File: src/rtl/puf_challenge_ctrl.sv
// Challenge/response sequencer for a bank of arbiter PUF chains: LFSR challenge
// generation, race launch and settle timing, XOR combining, and word packing.
module puf_challenge_ctrl #(
    parameter int N      = 128,
    parameter int K      = 4,
    parameter int SETTLE = 8,
    parameter int RESP_W = 32,
    parameter logic [N-1:0] SEED = 128'h1,
    parameter logic [N-1:0] TAPS = 128'hA000_0028_0000_0000_0000_0000_0000_0000
) (
    input  logic              clk,
    input  logic              reset,
    input  logic              start,
    input  logic              seed_load,
    input  logic [N-1:0]      seed_in,
    output logic [N-1:0]      challenge,
    output logic              race,
    output logic              arb_reset,
    input  logic [K-1:0]      arb_resp,
    output logic [RESP_W-1:0] resp_word,
    output logic              resp_valid,
    input  logic              resp_ready,
    output logic              busy
);

    localparam int CW = $clog2(RESP_W + 1);
    localparam int SW = (SETTLE > 1) ? $clog2(SETTLE) : 1;

    typedef enum logic [2:0] {
        IDLE, APPLY, LAUNCH, WAIT, SAMPLE, OUTPUT
    } state_t;

    state_t            state, state_next;
    logic [CW-1:0]     bit_cnt;
    logic [SW-1:0]     settle_cnt;
    logic [RESP_W-1:0] shift;

    always_ff @(posedge clk or negedge reset) begin
        if (!reset) begin
            state <= IDLE;
        end else begin
            state <= state_next;
        end
    end

    // Datapath: the challenge only moves on the SAMPLE exit edge, so it is
    // stable for the whole race of the bit it belongs to.
    always_ff @(posedge clk or negedge reset) begin
        if (!reset) begin
            challenge  <= SEED;
            bit_cnt    <= '0;
            settle_cnt <= '0;
            shift      <= '0;
        end else begin
            case (state)
                IDLE: begin
                    if (seed_load) begin
                        challenge <= (seed_in == '0) ? N'(1) : seed_in;
                    end else if (start) begin
                        bit_cnt <= '0;
                    end
                end
                LAUNCH: settle_cnt <= '0;
                WAIT:   settle_cnt <= settle_cnt + SW'(1);
                SAMPLE: begin
                    shift     <= {shift[RESP_W-2:0], ^arb_resp};
                    challenge <= {challenge[N-2:0], ^(challenge & TAPS)};
                    bit_cnt   <= bit_cnt + CW'(1);
                end
                default: ;
            endcase
        end
    end

    always_comb begin
        state_next = state;
        race       = 1'b0;
        arb_reset  = 1'b1;
        resp_valid = 1'b0;
        case (state)
            IDLE: begin
                if (!seed_load && start) begin
                    state_next = APPLY;
                end
            end
            APPLY: state_next = LAUNCH;
            LAUNCH: begin
                race       = 1'b1;
                arb_reset  = 1'b0;
                state_next = WAIT;
            end
            WAIT: begin
                race      = 1'b1;
                arb_reset = 1'b0;
                if (settle_cnt == SW'(SETTLE - 1)) begin
                    state_next = SAMPLE;
                end
            end
            SAMPLE: begin
                race       = 1'b1;
                arb_reset  = 1'b0;
                state_next = (bit_cnt == CW'(RESP_W - 1)) ? OUTPUT : APPLY;
            end
            OUTPUT: begin
                resp_valid = 1'b1;
                if (resp_ready) begin
                    state_next = IDLE;
                end
            end
            default: state_next = IDLE;
        endcase
    end

    assign resp_word = shift;
    assign busy      = (state != IDLE);

endmodule
File: config.mk
export PLATFORM = sky130hd
export DESIGN_NAME = puf_challenge_ctrl
export DESIGN_NICKNAME = d
export VERILOG_FILES = /design/src/rtl/puf_challenge_ctrl.sv
export SDC_FILE = /design/constraint.sdc
export NUM_CORES = 1
export LEC_CHECK = 0
export ABC_CLOCK_PERIOD_IN_PS = 3350
export CAP_MARGIN = 5
export CORE_UTILIZATION = 35
export DETAILED_ROUTE_END_ITERATION = 10
export PLACE_DENSITY_LB_ADDON = 0.15
export SYNTH_ARGS = -nofsm -noshare
export SYNTH_HDL_FRONTEND = slang
export SYNTH_SLANG_ARGS = --single-unit
File: constraint.sdc
create_clock -name clk -period 3.35 [get_ports clk]
set_input_delay 0.5025 -clock clk [delete_from_list [all_inputs] [get_ports clk]]
set_output_delay 0.5025 -clock clk [all_outputs]
set_load 0.02 [all_outputs]
==> After elaboration in Yosys (flattened, before gate mapping) <==
Cells that the tools add are included.
{ "totals": {"out_inout_bits": 164, "ram_bits": 0, "elab_cells": 48, "ff_bits": 172, "latchBits": 0, "rom_bits": 0, "inputBits": 137, "memories": 0} }
{ "op_classes": {"magnitude_cmp": 0, "n_bitwise": 0, "div": 0, "eq_ne": 13, "reduce_logical": 13, "muxes": 15, "shifts": 0, "multipliers": 0, "addsub": 2} }
{ "ops": {"columns": ["cell", "n"], "rows": [
  ["2-to-1 mux 128 bit", 2],
  ["one-hot mux 128 bit (2 select lines)", 1],
  ["zero test 128 bit", 1],
  ["XOR reduction 128 bit", 1],
  ["one-hot mux 3 bit (6 select lines)", 1],
  ["2-to-1 mux 3 bit", 4],
  ["2-to-1 mux 6 bit", 2],
  ["!= test 2 bit, second input constant", 6],
  ["one-hot mux 6 bit (2 select lines)", 1],
  ["== test 3 bit, second input constant", 3],
  ["adder 6 x 1 -> 6 bit, second input constant", 1],
  ["== test 3 x 2 -> 1 bit, second input constant", 2],
  ["== test 6 x 5 -> 1 bit, second input constant", 1],
  ["one-hot mux 3 bit (2 select lines)", 1],
  ["AND reduction 3 bit", 2],
  ["nonzero test 2 bit", 2],
  ["XOR reduction 4 bit", 1],
  ["adder 3 x 1 -> 3 bit, second input constant", 1],
  ["== test 3 x 1 -> 1 bit, second input constant", 1],
  ["zero test 3 bit", 1],
  ["2-to-1 mux 1 bit", 3],
  ["nonzero test 3 bit", 1],
  ["OR reduction 3 bit", 1],
  ["AND reduction 2 bit", 1],
  ["other kinds (2)", 2]
]} }

==> Depth between registers and ports, before layout <==
{ "depth": {"ltp_word": 4, "mapped_depth": 8, "ltp_nobuf": 5} }

==> Worst setup path after synthesis <==
OpenSTA, ideal clock, no wires.
{ "synth_path": {"kind": "register -> output", "startpoint": "register state[0]", "endpoint": "output port arb_reset", "stages_incl_launch_ff": 6, "arrival_time_ps": 1187, "slack_ps": 1661, "n_path_buf": 1, "required_time_ps": 2847, "cell_sequence": "dfrtp_1 buf_2 nor2_1 nand2_1 nand2_1 inv_1"} }
{ "synth_via": {"elab_chain_cells": 3, "elab_cells_between_ends": 5, "classes_between": "3 x eq/ne; 1 x mux; 1 x reduce/logical"} }
{ "synth_lines": {"columns": ["item", "line_no", "rtl"], "rows": [
  ["from (decl)", "33", "state_t state, state_next;"],
  ["from (signal assigned)", "42", "state <= state_next;"],
  ["== test 3 bit or == test 3 x 2 -> 1 bit (tied branches)", "80", "case (state)"],
  ["OR reduction 3 bit (no line) (*)", null, null],
  ["2-to-1 mux 1 bit (*)", "80", null],
  ["to (decl)", "18", "output logic arb_reset,"]
]} }
Every way passes the cells marked *; elsewhere a longest branch is shown, timed or not.

==> Worst setup path in the final report <==
Same ends and word-level chain as after synthesis.

==> flow_summary.toml <==
[yosys]
syn_area_per_cell_sq_um = 9.28
synth_area_leaders = "dfrtp_1, nand2_1, a22oi_1"
synth-edff-count = 0
yosysWarnings = 0
synth_flop_cell = "dfrtp_1"
ys_ff_latch = 172
syn-num-nets = 950
synth_top_area_share_pct = 56.9
synth_area_sq_um = 7510
synth_cells = 810
ys_types = 29
synth.yosys.seq_area_share_pct = 57.3
synth_most_common_cell = "nand2_1"
synth_commonest_cells = "nand2_1, dfrtp_1, a22oi_1, buf_2, nor4_1"
async_flop_share_pct = 100
synth_top_area_cell = "dfrtp_1"

[place]
dpl-instance-area_sq_um = 10700
port-buffer-count = 300
placed_cells = 1345
hpwl_um = 16800
routabilityCongestion = 0.836

[global_route]
busiest_layer = "met2"
use_met1_pct = 30.3
grt_pass1_vias = 6734
met2_usage_pct = 33.9
grt_usage_pct = 21.9
antenna_found_initial = 0
grt_max_degree = 113
grt_pass1_wl_um = 37500
grtUsageMet3_pct = 4.60
grt-ovfl-total = 0

[layout]
fill_cells = 1946
multi_input_area_sq_um = 2930
final_nets = 1229
final_cell_count_no_fill = 1377
diodes = 0
drive_gt1_share_pct = 4.45
area.sequential_sq_um = 4310
syn_to_final_growth_pct = 50.7
final_area_sq_um = 11300

[floorplan]
coreArea_sq_um = 21000
die-area_sq_um = 22100
dieWidth_um = 149
std_cell_rows = 53
initial_core_util_pct = 35.7
dieHeight_um = 149
pin_count = 301

[sta]
period_share_pct = 76.6
rsz0062_at_grt = "false"
finClkSkew_ns = 0.0134
finalSetupTns_ns = 0
clock.fmax_mhz = 390
drv_slew = 0
holdWs_ns = 0.0525
fin_crit_ns = 2.57
maxSlewHeadroom_pct = 47.5
setup_viol = 0
tightest_slew_ns = 0.787
hold_violations = 0

[detailed_routing]
wl_per_cell_um = 17.4
first_pass_iters = 5
vias_per_cell = 5.09
num_vias = 7004
wl_um = 24000
antenna_left = 0
drc = 0
drt_iter0_drc = 480

[power]
seqPwrFrac_pct = 47.5
leakage_uw = 0.00533
clock_power_share_pct = 45.5
p_int_uw = 3340
cellPowerDensity_nw_per_um2 = 389
power.switching_uw = 1080
vdd_drop_max_uv = 309
switching_share_pct = 24.4
pwr-share-comb_pct = 7.0

[clocking]
cts-resized-gates = 0
cts_setup_buffers = 0
path_clk_slew_ns = 0.07
clock_latency_ns = 0.43
cts_buffer_depth = 2
cts_root_buffer = "clkbuf_16"
hold_buffers = 0
cts_tree = "done"
cts_sinks = 172
h-tree-depth = 4
cts_buffers = 17

[flow_run]
cap_viol_max_count = 0

[run_status]
status = "finished clean"

[critical_path]
criticalPathCategory = "reg -> out"
cpMostUsedCell = "nand2_1"
path_max_fanout = 12
timing.critical_path.cells = "nor2_1 -> nand2_1 -> nand2_1 -> inv_1 -> clkdlybuf4s50_1"
cp.arrival_ns = 2.06
required_ns = 2.85
crit_path_max_incr_delay_ns = 0.61
cp_slowest_cell = "dfrtp_1"
cp-start-kind = "flop"
crit_path_end_kind = "output port"

[worst_hold_path]
hold_path_class = "in -> async"
## metrics by stage
step                setup WS (ns)  utilization, %  power [uW]
floorplan                    1.66               -        2170
detailed placement          0.656            51.0        2450
global placement            0.667            51.0        2450
CTS                         0.749            53.9        4460
global route                0.666            53.9        4580
finish                      0.784            53.9        4410
## worst paths after layout
kind | startpoint | to | slack (ns) | cells past startpoint
min reg2reg | resp_word[31] | resp_word[31] | 0.49 | 2
max | state[0] | arb_reset | 0.78 | 5
max in group asynchronous | reset | challenge[3] | 2.47 | 2
max reg2reg | state[0] | challenge[0] | 1.31 | 5
min | reset | challenge[89] | 0.05 | 1
min in group clk | resp_word[31] | resp_word[31] | 0.49 | 2
## layout by cell type (no fill, tap or decap), types with 5 or more instances in the layout
cell type / Yosys / final
dfrtp_1: 171 / 171
nand4_1: 10 / 10
o21ai_0: 7 / 7
nor4_1: 34 / 34
inv_8: 0 / 5
nand2_1: 363 / 363
clkdlybuf4s50_1: 0 / 299
xnor2_1: 6 / 6
a22oi_1: 127 / 127
nor2_1: 10 / 10
inv_1: 5 / 5
buf_4: 10 / 6
clkbuf_16: 0 / 17
## registers in the layout, indices dropped and copies added (netlist names)
register,flops
settle_cnt,3
bit_cnt,6
state,3
resp_word,32
challenge,128
## logic make-up (layout without fill, tap and decap cells)
group                      after synthesis  after routing  synth area share [%]
buffers and inverters                   55            347                  3.83
DFF                                    172            172                  57.3
adders and majority gates                3              3                 0.500
xor gates and xnor gates                10             10                  1.17
AOI/OAI and AO/OA                      141            141                  13.9
and+or+nand+nor                        429            429                  23.4
## critical path, delay by kind of cell, from the launching register on
kind,cells,cell delay (ns)
buffers and inverters,2,0.66
DFF,1,0.61
and+or+nand+nor,3,0.36
## final cells by class
type / count / share of cell area, %
clock inverters: 15 / 1.56
flip-flops and latches: 172 / 38.0
multi-input cells: 583 / 25.9
well taps: 275 / 3.04
clock buffers: 17 / 3.76
inverters: 5 / 0.166
repair buffers: 310 / 27.6
## per-layer routing
metal	up-vias	wire length (um)
met4	0	505
met1	3384	10600
li1	3352	-
met5	-	0
met3	32	1640
met2	236	11300
## power by group through the flow
stage / Combinational, uW / Clock, uW / Sequential, uW
2_1_floorplan: 21.6 / 0 / 2150
5_1_grt: 335 / 2150 / 2100
4_1_cts: 313 / 2050 / 2100
6_report: 309 / 2010 / 2100
3_5_place_dp: 310 / 0 / 2140
3_3_place_gp: 311 / 0 / 2140
No activity file was read; power rests on OpenSTA's default activity.
